### config.mk
export PLATFORM = sky130hd
export DESIGN_NAME = trdb_word_buffer
export DESIGN_NICKNAME = d
export VERILOG_FILES = /design/src/rtl/trdb_word_buffer.sv
export SDC_FILE = /design/constraint.sdc
export NUM_CORES = 1
export LEC_CHECK = 0
export CAP_MARGIN = 10
export CORE_MARGIN = 1
export CORE_UTILIZATION = 55
export CTS_CLUSTER_DIAMETER = 40
export CTS_CLUSTER_SIZE = 25
export DETAILED_ROUTE_END_ITERATION = 8
export PLACE_DENSITY = 0.8
export REMOVE_ABC_BUFFERS = 1
export SYNTH_ARGS = -nofsm -noshare
export SYNTH_HDL_FRONTEND = slang
export SYNTH_SLANG_ARGS = --single-unit
### constraint.sdc
create_clock -name clk_i -period 10.6 [get_ports clk_i]
set_clock_uncertainty 0.1 [all_clocks]
set_input_delay 1.59 -clock clk_i [delete_from_list [all_inputs] [get_ports clk_i]]
set_output_delay 1.59 -clock clk_i [all_outputs]
set_load 0.005 [all_outputs]
### src/rtl/trdb_word_buffer.sv
// Trace word buffer: FWFT circular FIFO that drops words on overflow and
// records each drop burst with a single marker word once space returns.
//
// state        | meaning
// -------------|-------------------------------------------------------
// ST_NORMAL    | words written while there is room (or a pop this cycle)
// ST_DROPPING  | buffer stayed full; incoming words dropped and counted
module trdb_word_buffer #(
    parameter int unsigned DEPTH      = 16,
    parameter int unsigned DROP_CNT_W = 16,
    parameter logic [15:0] MARKER_TAG = 16'hFFFF
) (
    input  logic                    clk_i,
    input  logic                    rst_i,
    input  logic                    clear_i,
    input  logic [31:0]             data_i,
    input  logic                    valid_i,
    output logic [31:0]             data_o,
    output logic                    valid_o,
    input  logic                    ready_i,
    output logic [$clog2(DEPTH):0]  fill_o,
    output logic                    overflow_o,
    output logic [DROP_CNT_W-1:0]   drop_cnt_o
);

    localparam int unsigned PTR_W  = $clog2(DEPTH);
    localparam int unsigned FILL_W = PTR_W + 1;
    localparam logic [FILL_W-1:0] FULL_LVL = FILL_W'(DEPTH);

    typedef enum logic {
        ST_NORMAL   = 1'b0,
        ST_DROPPING = 1'b1
    } state_e;

    state_e                  state_q, state_d;
    logic [31:0]             mem [DEPTH];
    logic [PTR_W-1:0]        wr_ptr_q, rd_ptr_q;
    logic [FILL_W-1:0]       fill_q;
    logic                    ovf_q;
    logic [DROP_CNT_W-1:0]   drop_cnt_q;
    logic [15:0]             burst_q;

    logic                    pop;
    logic                    space;
    logic                    wr_en;
    logic [31:0]             wr_data;
    logic                    drop;
    logic                    burst_clr;
    logic [15:0]             marker_cnt;

    assign pop        = (fill_q != '0) && ready_i;
    assign space      = (fill_q != FULL_LVL) || pop;
    assign marker_cnt = (burst_q == 16'hFFFF) ? 16'hFFFF : burst_q + {15'd0, valid_i};

    always_ff @(posedge clk_i) begin
        if (rst_i || clear_i) begin
            state_q <= ST_NORMAL;
        end else begin
            state_q <= state_d;
        end
    end

    always_comb begin
        state_d   = state_q;
        wr_en     = 1'b0;
        wr_data   = data_i;
        drop      = 1'b0;
        burst_clr = 1'b0;
        case (state_q)
            ST_NORMAL: begin
                if (valid_i) begin
                    if (space) begin
                        wr_en = 1'b1;
                    end else begin
                        drop    = 1'b1;
                        state_d = ST_DROPPING;
                    end
                end
            end
            ST_DROPPING: begin
                // The marker takes the free slot, so a word arriving now is lost too.
                drop = valid_i;
                if (space) begin
                    wr_en     = 1'b1;
                    wr_data   = {MARKER_TAG, marker_cnt};
                    burst_clr = 1'b1;
                    state_d   = ST_NORMAL;
                end
            end
            default: state_d = ST_NORMAL;
        endcase
    end

    always_ff @(posedge clk_i) begin
        if (rst_i || clear_i) begin
            wr_ptr_q   <= '0;
            rd_ptr_q   <= '0;
            fill_q     <= '0;
            ovf_q      <= 1'b0;
            drop_cnt_q <= '0;
            burst_q    <= '0;
        end else begin
            if (wr_en) begin
                wr_ptr_q <= wr_ptr_q + PTR_W'(1);
            end
            if (pop) begin
                rd_ptr_q <= rd_ptr_q + PTR_W'(1);
            end
            case ({wr_en, pop})
                2'b10:   fill_q <= fill_q + FILL_W'(1);
                2'b01:   fill_q <= fill_q - FILL_W'(1);
                default: fill_q <= fill_q;
            endcase
            if (drop) begin
                ovf_q <= 1'b1;
                if (drop_cnt_q != '1) begin
                    drop_cnt_q <= drop_cnt_q + DROP_CNT_W'(1);
                end
            end
            if (burst_clr) begin
                burst_q <= '0;
            end else if (drop && (burst_q != 16'hFFFF)) begin
                burst_q <= burst_q + 16'd1;
            end
        end
    end

    // Storage is deliberately left unreset; data_o is masked while empty.
    always_ff @(posedge clk_i) begin
        if (wr_en && !rst_i && !clear_i) begin
            mem[wr_ptr_q] <= wr_data;
        end
    end

    assign valid_o    = (fill_q != '0);
    assign data_o     = valid_o ? mem[rd_ptr_q] : 32'd0;
    assign fill_o     = fill_q;
    assign overflow_o = ovf_q;
    assign drop_cnt_o = drop_cnt_q;

endmodule
Yosys cells after proc, flatten, opt, wreduce, memory -nomap -nowiden
Memory sizes are Yosys's and may differ from the RTL's. A register that Yosys moved wholly into a read port is not among the register bits.
Index checks and enable logic that the tools add are counted.
{"block": "totals", "reg_bits": 47, "latchBits": 0, "ram_bits": 512, "mem_bits_ro": 0, "in_bits": 37, "word_cells": 51, "memories": 1}
{"memory": "mem", "depth": 16, "width": 32, "read_ports": 1, "rd_clocked_by_memory_dff": 1, "write_ports": 1, "line": "36", "source": "logic [31:0] mem [DEPTH];"}
{"block": "op_classes", "add_sub_neg": 7, "mul": 0, "div_mod_pow": 0, "magnitude_cmp": 0, "eq_ne": 6, "n_shift": 0, "muxes": 17, "bitwise_logic": 1, "reduce_logical": 12}
{"cell": "$mux W32", "count": 3}
{"cell": "$add A16 B1 Y16 const B", "count": 2}
{"cell": "$ne A16 B16 Y1 const B", "count": 2}
{"cell": "$add A16 B1 Y16", "count": 1}
{"cell": "$eq A16 B16 Y1 const B", "count": 1}
{"cell": "$mux W16", "count": 1}
{"cell": "$pmux W5 S2", "count": 1}
{"cell": "$add A4 B1 Y4 const B", "count": 2}
{"cell": "$mux W4", "count": 2}
{"cell": "$mux W1", "count": 7}
{"cell": "$pmux W1 S2", "count": 3}
{"cell": "$add A5 B1 Y5 const B", "count": 1}
{"cell": "$ne A5 B5 Y1 const B", "count": 1}
{"cell": "$reduce_bool A5 Y1", "count": 1}
{"cell": "$sub A5 B1 Y5 const B", "count": 1}
{"cell": "$logic_and A1 B1 Y1", "count": 4}
{"cell": "$eq A2 B1 Y1 const B", "count": 1}
{"cell": "$eq A2 B2 Y1 const B", "count": 1}
{"cell": "$logic_not A1 Y1", "count": 2}
{"cell": "$logic_or A1 B1 Y1", "count": 2}
{"cell": "$reduce_and A2 Y1", "count": 1}
{"cell": "$reduce_bool A2 Y1", "count": 1}
{"cell": "$reduce_or A2 Y1", "count": 1}
{"cell": "$not A1 Y1", "count": 1}

Logic depth before layout (Yosys ltp)
Gate-level depths: netlist of the first run.
{"block": "depth", "depth_word": 10, "ltp_mapped": 12, "ltp_nobuf": 11}

Worst setup path before layout of the first run
No wires, ideal clock.
{"block": "synth_timing", "path_type": "input to register", "startpoint": "in rst_i", "endpoint": "mem mem[0][0] (enable)", "arrival_time_ps": 4724, "slack_ps": 5315, "path_stages": 5, "path_cell_list": "or2_2 -> clkbuf_1 -> a211oi_1 -> nand2_1 -> nor3_1"}
{"block": "synth_via", "elab_chain_len": 5}
{"element": "start, declared", "line": "14", "source": "input logic rst_i,"}
{"element": "$logic_not A1 Y1", "line": "130", "source": "if (wr_en && !rst_i && !clear_i) begin"}
{"element": "$logic_and A1 B1 Y1 (2 in a row)", "line": "130"}
{"element": "$mux W1", "line": "130"}
{"element": "$mux W1 (not written as such)", "line": "131", "source": "mem[wr_ptr_q] <= wr_data;"}
{"element": "end, declared", "line": "36"}
Every way passes these cells.

==> results.json, run 1 <==
{
  "holdWs_ns": 0.354,
  "track_usage": 0.240,
  "clkSinkCount": 563,
  "hold_path_class": "register to register",
  "dr_total_vias": 11600,
  "ys_warn_count": 0,
  "cts_buffers": 60,
  "fill_cells": 2566,
  "leakagePower_nw": 7.88,
  "grt_pass1_vias": 12200,
  "netSwitchingPower_w": 0.00104,
  "worstMarginPinSlew_ns": 1.29,
  "remaining_drc_errors": 0,
  "r2r_start": "fill_o[1]",
  "routed_wl_mm": 48.7,
  "max_stage_delay_ns": 0.82,
  "crit_buf_inv": 3,
  "setup_violations": 0,
  "synth.distinct_cells": 53,
  "grt-ovfl-total": 0,
  "synthArstFlopShare": 0,
  "clock_latency_ns": 0.60,
  "slew_headroom": 0.139,
  "power.share.clock": 0.443,
  "worstPathCellList": "buf_4, buf_4, mux4_2, mux2i_1, o22ai_1, clkdlybuf4s50_1",
  "syn_area_sq_mm": 0.0225,
  "timing.final.crit_share": 0.540,
  "hp-start": "overflow_o",
  "slew_violations": 0,
  "setup_tns_ns": 0,
  "drive_gt1_frac": 0.221,
  "gp_congestion": 0.818,
  "ir_drop_v": 0.000127,
  "worstRegToRegCells": 4,
  "cp-start-kind": "register",
  "numPortBuffers": 91,
  "grt.met2_usage": 0.405,
  "rsz0062_at_grt": "no",
  "yosysTopAreaCell": "edfxtp_1",
  "cts_tree": "yes",
  "postCtsSetupBuffers": 0,
  "ys_top_cells_by_count": "edfxtp_1 (512), mux4_2 (128), nor2_1 (76), mux2i_1 (68), dfxtp_1 (51)",
  "dr.first_iter.drc_count": 1066,
  "comb_power_share": 0.032,
  "start_util": 0.562,
  "synth_top_area_frac": 0.684,
  "endpoint_kind": "output pin",
  "cts_hold_buf": 0,
  "worst_slack_ns": 4.87,
  "fmaxAchievable_ghz": 0.175,
  "total_power_w": 0.00462,
  "seqPwrFrac": 0.525,
  "grt_max_degree": 121,
  "r2r_end": "mem[12][3]",
  "placed_cell_area_sq_mm": 0.0241,
  "period_minus_slack_ns": 5.73,
  "grt_util_met3": 0.0416,
  "netlist_instances": 1182,
  "avgSynthCellArea_sq_um": 19.0,
  "antenna_found_initial": 0,
  "crit_type": "register to output pin",
  "hold_depth": 2,
  "cp_slowest_cell": "buf_4",
  "rows": 73,
  "cpMostUsedCell": "buf_4",
  "swShare": 0.224,
  "drtPass1Iterations": 5,
  "ys_ff_latch": 563,
  "p_int_w": 0.00359,
  "dp_slack_ns": 5.44,
  "yosysSeqAreaShare": 0.730,
  "path_clk_slew_ns": 0.06,
  "hold_viol": 0,
  "synth_area_leaders": "edfxtp_1 (68%), mux4_2 (13%), dfxtp_1 (4.5%)",
  "rrSetupSlack_ns": 6.86,
  "die_y_um": 204,
  "dieWidth_um": 204,
  "diodes": 0,
  "p_per_area_mw_per_mm2": 177,
  "yosysMostFrequentCell": "edfxtp_1",
  "critical_path.top_delay_family": "buffers and inverters",
  "synth-edff-count": 512,
  "status": "finished clean",
  "cts.repair.resized": 0,
  "gr-usage-met1": 0.316,
  "hpwl_mm": 26.0,
  "core_area_sq_mm": 0.0400,
  "syn2layout_area_growth_pct": 16.1,
  "min_to": "overflow_o",
  "top_level_ports": 92,
  "synth_flop_cell": "edfxtp_1",
  "grt_pass1_wl_mm": 73.3,
  "nNetsFinal": 1343,
  "top_usage_layer": "met2",
  "die_area_sq_mm": 0.0417,
  "required_ns": 8.91,
  "final_area_sq_mm": 0.0261,
  "antenna_left": 0,
  "max-clock-path-buffers": 3,
  "viasPerCell": 6.22,
  "post_drt_wl_per_cell_um": 26.0,
  "cts_root_buf": "clkbuf_16",
  "arrival_ns": 4.04,
  "cts.htree.levels": 2,
  "cap_violations": 0,
  "crit_fanout": 63
}
cell families after synthesis:
kind of cell | after synthesis | share of synthesized area
flops | 563 | 0.730
xor+xnor | 43 | 0.0168
mux | 196 | 0.159
fa+ha+maj | 13 | 0.00724
simple gates | 200 | 0.0461
compound gates | 93 | 0.0275
buf+inv | 74 | 0.0141
layer usage:
layer | routed length, um | share of wire
met1 | 19100 | 0.39
met2 | 24700 | 0.51
met4 | 1340 | 0.027
met3 | 3450 | 0.071
met5 | 0 | 0
area by class of cell:
class / count / area (sq um) / share of cell area
sequential: 563 / 16400 / 0.629
multi-input combinational: 545 / 5870 / 0.225
clock buffer: 63 / 1530 / 0.0588
timing repair buffer: 113 / 1130 / 0.0434
tap: 525 / 657 / 0.0252
clock inverter: 50 / 452 / 0.0173
inverter: 10 / 37.5 / 0.00144
through the flow:
step / cells / util
2_1_floorplan: 1118 / -
3_3_place_gp: 1751 / 0.601
3_5_place_dp: 1753 / 0.602
4_1_cts: 1866 / 0.651
5_1_grt: 1869 / 0.652
6_report: 1869 / 0.652
flip-flops by register name, summed over array words and instances, names as in the netlist, named ones only:
name	count
burst_q	16
drop_cnt_o	16
fill_o	5
mem	512
overflow_o	1
rd_ptr_q	4
state_q	1
wr_ptr_q	4
how the worst max path moves through the flow:
stage | startpoint | to | slack [ns] | cells after the start
after floorplan | register | data_o[30] | 2.67 | 3
after global placement | rst_i | mem[8][20] | 5.47 | 5
after detailed placement | register | data_o[3] | 5.44 | 6
after CTS | register | data_o[3] | 4.82 | 6
after global routing | register | data_o[3] | 4.71 | 6
final | register | data_o[3] | 4.87 | 6
power by group through the flow:
stage                     logic (W)  clock network (W)  registers, W
after detailed placement   0.000145                  0       0.00248
final                      0.000147            0.00205       0.00243
after floorplan           0.0000774                  0       0.00248
after global routing       0.000157            0.00215       0.00243
after global placement     0.000141                  0       0.00248
after CTS                  0.000147            0.00207       0.00243
worst reg2reg max path, stage by stage (launching register included):
cell and delay [ns]:
dfxtp_1 0.42, or4_4 0.60, o21ai_4 0.71, nor2_1 0.45, a21oi_1 1.08
cell usage in the layout (no fill, tap or decap), types with 3 or more instances in the layout:
cell               n
nor2_1            64
inv_1             10
clkinv_4           4
ha_1              13
xnor2_1           31
buf_12             3
a21oi_1           28
clkinv_2           8
nand4_1           11
nand2_1           22
nor4_1             5
clkbuf_16         61
edfxtp_1         512
o22ai_1           33
nor3_1            12
a21o_1             3
and3_1             4
or3_1              5
nor3_2             4
mux4_2           128
inv_6             13
dfxtp_4            3
buf_4             18
a211oi_1           4
nand2b_1          25
inv_8              8
nor4_2             5
nor2_4            12
clkinv_8           6
dfxtp_1           48
mux2i_1           68
nand3_1           14
xor2_1            12
or2_2              4
clkdlybuf4s50_1   91
clkinvlp_4         9
o21ai_0            4
No activity file was read; power rests on OpenSTA's default activity.
==> inputs of run 2 (changes only) <==
==> constraint.sdc (replaced) <==
create_clock -name clk_i -period 5.6 [get_ports clk_i]
set_clock_uncertainty 0.1 [all_clocks]
set_input_delay 0.84 -clock clk_i [delete_from_list [all_inputs] [get_ports clk_i]]
set_output_delay 0.84 -clock clk_i [all_outputs]
set_load 0.005 [all_outputs]
==> results.json, run 2 (synthesis gave the netlist of run 1 again) <==
{
  "gp_congestion": 0.849,
  "clock_latency_ns": 0.61,
  "post_drt_wl_per_cell_um": 28.0,
  "total_power_w": 0.00886,
  "dr_total_vias": 11900,
  "grt-ovfl-total": 0,
  "die_y_um": 204,
  "hold_path_class": "register to register",
  "top_level_ports": 92,
  "hold_depth": 2,
  "largest_register_ff_count": 512,
  "cp-start-kind": "register",
  "crit_fanout": 32,
  "antenna_left": 0,
  "grt_max_degree": 52,
  "slew_headroom": 0.103,
  "grt_pass1_vias": 12500,
  "max-clock-path-buffers": 3,
  "cts_tree": "yes",
  "hold_viol": 0,
  "layout_common_cells": "edfxtp_1 (512), mux4_2 (128), clkdlybuf4s50_1 (91)",
  "slew_violations": 0,
  "swShare": 0.213,
  "nNetsFinal": 1353,
  "diodes": 0,
  "dieWidth_um": 204,
  "die_area_sq_mm": 0.0417,
  "timing.final.crit_share": 0.802,
  "routed_wl_mm": 52.5,
  "cts_buffers": 58,
  "path_clk_slew_ns": 0.06,
  "endpoint_kind": "output pin",
  "p_int_w": 0.00697,
  "status": "finished clean",
  "regMostFlops": "mem",
  "rsz0062_at_grt": "no",
  "drtPass1Iterations": 5,
  "cts.repair.resized": 0,
  "cts_root_buf": "clkbuf_16",
  "placed_cell_area_sq_mm": 0.0241,
  "antenna_found_initial": 0,
  "dr.first_iter.drc_count": 1032,
  "mostFrequentLayoutCell": "edfxtp_1",
  "required_ns": 4.66,
  "ir_drop_v": 0.000282,
  "setup_violations": 0,
  "drive_gt1_frac": 0.224,
  "p_per_area_mw_per_mm2": 338,
  "netSwitchingPower_w": 0.00189,
  "postCtsSetupBuffers": 0,
  "arrival_ns": 3.55,
  "power.share.clock": 0.448,
  "syn2layout_area_growth_pct": 16.5,
  "worstRegToRegCells": 10,
  "cap_violations": 0,
  "comb_power_share": 0.033,
  "period_minus_slack_ns": 4.49,
  "final_area_sq_mm": 0.0262,
  "grt_pass1_wl_mm": 78.0,
  "holdWs_ns": 0.385,
  "rows": 73,
  "hpwl_mm": 29.1,
  "leakagePower_nw": 7.94,
  "cts_hold_buf": 0,
  "clkSinkCount": 563,
  "cts.htree.levels": 2,
  "worstMarginPinSlew_ns": 1.35,
  "start_util": 0.562,
  "crit_type": "register to output pin",
  "remaining_drc_errors": 0,
  "numPortBuffers": 91,
  "fmaxAchievable_ghz": 0.223,
  "core_area_sq_mm": 0.0400,
  "viasPerCell": 6.33,
  "track_usage": 0.260,
  "seqPwrFrac": 0.519
}
[run 2: cell types whose count changed in the layout (fill, tap and decap cells not counted), sizes merged]
cell,previous run,this run
buf,22,34
bufinv,0,6
clkbuf,63,62
clkinv,20,22
clkinvlp,9,6
inv,31,21
[run 2: path summary, 6_finish.rpt]
kind / start / to / slack (ns)
worst max-delay path: fill_o[1] / data_o[5] / 1.11
worst min-delay path: overflow_o / overflow_o / 0.39
worst max register to register: fill_o[1] / fill_o[4] / 2.40
worst min register to register: overflow_o / overflow_o / 0.39
[run 2: per-layer routing]
layer | up-vias | track usage | routed length (um)
li1 | 5043 | - | -
met1 | 6099 | 0.331 | 19700
met2 | 623 | 0.449 | 27100
met3 | 101 | 0.0515 | 4190
met4 | 0 | 0.0845 | 1500
met5 | - | 0 | 0
[run 2: power groups by stage]
| stage | Clock, W | Sequential, W | Combinational, W |
|---|---|---|---|
| floorplan | 0 | 0.00470 | 0.000147 |
| global placement | 0 | 0.00469 | 0.000279 |
| detailed placement | 0 | 0.00469 | 0.000287 |
| CTS | 0.00400 | 0.00460 | 0.000290 |
| global route | 0.00417 | 0.00460 | 0.000308 |
| finish | 0.00396 | 0.00460 | 0.000292 |
[run 2: worst max-delay path, stage by stage (launching register included)]
cell and delay [ns]:
dfxtp_1 0.42, nor4_4 0.47, nand2b_1 0.22, nand2_2 0.87, o22ai_1 0.39, clkdlybuf4s50_1 0.57
[run 2: stage by stage]
| step | setup slack (ns) | instances | util | setup TNS, ns |
|---|---|---|---|---|
| after global routing | 0.942 | 1875 | 0.654 | 0 |
| after CTS | 1.04 | 1871 | 0.653 | 0 |
| final | 1.11 | 1875 | 0.654 | 0 |
| after floorplan | -1.58 | 1118 | - | -50.56 |
| after global placement | 1.31 | 1763 | 0.603 | 0 |
| after detailed placement | 1.23 | 1764 | 0.603 | 0 |
[run 2: cell type report]
cell class / instances / area [sq um]
multi-input combinational: 545 / 5880
clock inverter: 45 / 513
timing repair buffer: 125 / 1190
sequential: 563 / 16400
fill: 2580 / 13800
tap: 525 / 657
inverter: 10 / 37.5
clock buffer: 62 / 1490
==> inputs of run 3 (changes only) <==
==> constraint.sdc (replaced) <==
create_clock -name clk_i -period 4.67 [get_ports clk_i]
set_clock_uncertainty 0.1 [all_clocks]
set_input_delay 0.7005 -clock clk_i [delete_from_list [all_inputs] [get_ports clk_i]]
set_output_delay 0.7005 -clock clk_i [all_outputs]
set_load 0.005 [all_outputs]
==> results.json, run 3 (synthesis gave the netlist of run 1 again) <==
{
  "grt_util_met3": 0.0440,
  "layout_common_cells": "edfxtp_1 (512), mux4_2 (128), clkdlybuf4s50_1 (91)",
  "diodes": 0,
  "p_int_w": 0.00864,
  "netSwitchingPower_w": 0.00242,
  "numPortBuffers": 91,
  "setup_tns_ns": 0,
  "grt-ovfl-total": 0,
  "layoutNonFillerInstCount": 1898,
  "grt_pass1_vias": 12500,
  "dr.first_iter.drc_count": 1231,
  "max-clock-path-buffers": 3,
  "cts_hold_buf": 0,
  "rows": 73,
  "fill_cells": 2516,
  "placed_cell_area_sq_mm": 0.0243,
  "grt_max_degree": 49,
  "cp-start-kind": "register",
  "syn2layout_area_growth_pct": 18.3,
  "antenna_left": 0,
  "hp-start": "overflow_o",
  "routed_wl_mm": 50.9,
  "slew_headroom": 0.118,
  "die_y_um": 204,
  "remaining_drc_errors": 0,
  "postCtsSetupBuffers": 0,
  "timing.final.crit_share": 0.924,
  "holdWs_ns": 0.349,
  "r2r_start": "fill_o[1]",
  "power.share.clock": 0.470,
  "comb_power_share": 0.031,
  "p_per_area_mw_per_mm2": 416,
  "worstMarginPinSlew_ns": 1.32,
  "swShare": 0.219,
  "post_drt_wl_per_cell_um": 26.8,
  "hpwl_mm": 27.9,
  "crit_fanout": 23,
  "grt.met2_usage": 0.423,
  "leakagePower_nw": 8.12,
  "gr-usage-met1": 0.330,
  "start_util": 0.562,
  "endpoint_kind": "output pin",
  "ir_drop_v": 0.000301,
  "worstRegToRegCells": 10,
  "nNetsFinal": 1370,
  "core_area_sq_mm": 0.0400,
  "die_area_sq_mm": 0.0417,
  "viasPerCell": 6.26,
  "fmaxAchievable_ghz": 0.232,
  "cts_tree": "yes",
  "path_clk_slew_ns": 0.05,
  "cts.repair.resized": 0,
  "largest_register_ff_count": 512,
  "r2r_end": "fill_o[4]",
  "regMostFlops": "mem",
  "hold_path_class": "register to register",
  "hold_viol": 0,
  "dr_total_vias": 11900,
  "slew_violations": 0,
  "cts_buffers": 66,
  "drtPass1Iterations": 5,
  "final_area_sq_mm": 0.0266,
  "arrival_ns": 3.51,
  "rrSetupSlack_ns": 1.46,
  "rsz0062_at_grt": "no",
  "dieWidth_um": 204,
  "hold_depth": 2,
  "required_ns": 3.87,
  "clock_latency_ns": 0.58,
  "track_usage": 0.254,
  "crit_type": "register to output pin",
  "status": "finished clean",
  "antenna_found_initial": 1,
  "top_level_ports": 92,
  "seqPwrFrac": 0.499,
  "dp.cells": 1775,
  "gp_congestion": 0.841,
  "setup_violations": 0,
  "grt_pass1_wl_mm": 76.2,
  "cap_violations": 0,
  "cts_root_buf": "clkbuf_16",
  "period_minus_slack_ns": 4.31,
  "cts.htree.levels": 3,
  "mostFrequentLayoutCell": "edfxtp_1",
  "drive_gt1_frac": 0.235,
  "top_usage_layer": "met2",
  "clkSinkCount": 563,
  "min_to": "overflow_o"
}
[run 3: per-stage QoR]
step                worst slack, ns  total power [W]  utilization
floorplan                     -2.37          0.00581            -
global placement               1.00          0.00595        0.608
detailed placement            0.915          0.00596        0.608
finish                        0.356           0.0111        0.664
CTS                           0.400           0.0111        0.664
global route                  0.222           0.0113        0.664
[run 3: worst max path at each step]
stage / startpoint / endpoint
finish: fill_o[1] / data_o[6]
detailed placement: valid_i / fill_o[4]
floorplan: register / data_o[30]
CTS: fill_o[1] / data_o[6]
global placement: valid_i / fill_o[4]
global route: fill_o[1] / data_o[6]
[run 3: final cells by class]
type | count | area, sq um | share of cell area
Clock buffer | 69 | 1660 | 0.0626
Clock inverter | 52 | 574 | 0.0216
Inverter | 10 | 37.5 | 0.00141
Multi-Input combinational cell | 545 | 5870 | 0.221
Sequential cell | 563 | 16400 | 0.617
Tap cell | 525 | 657 | 0.0247
Timing Repair Buffer | 134 | 1370 | 0.0516
[run 3: routing by layer]
| layer | up-vias | part of all wire |
|---|---|---|
| met5 | - | 0.00018 |
| met3 | 127 | 0.084 |
| li1 | 5086 | - |
| met2 | 613 | 0.50 |
| met1 | 6055 | 0.38 |
| met4 | 2 | 0.035 |
[run 3: power by group through the flow]
stage          clock network (W)  logic (W)  registers, W
2_1_floorplan                  0   0.000176       0.00563
3_3_place_gp                   0   0.000327       0.00562
3_5_place_dp                   0   0.000338       0.00562
4_1_cts                  0.00527   0.000343       0.00552
5_1_grt                  0.00543   0.000368       0.00552
6_report                 0.00520   0.000344       0.00552
[run 3: worst max-delay path: stages (launching register included)]
cell	delay (ns)
dfxtp_1	0.44
nor4_4	0.49
nand2b_1	0.22
nand2b_2	0.77
o22ai_1	0.44
clkdlybuf4s50_1	0.57
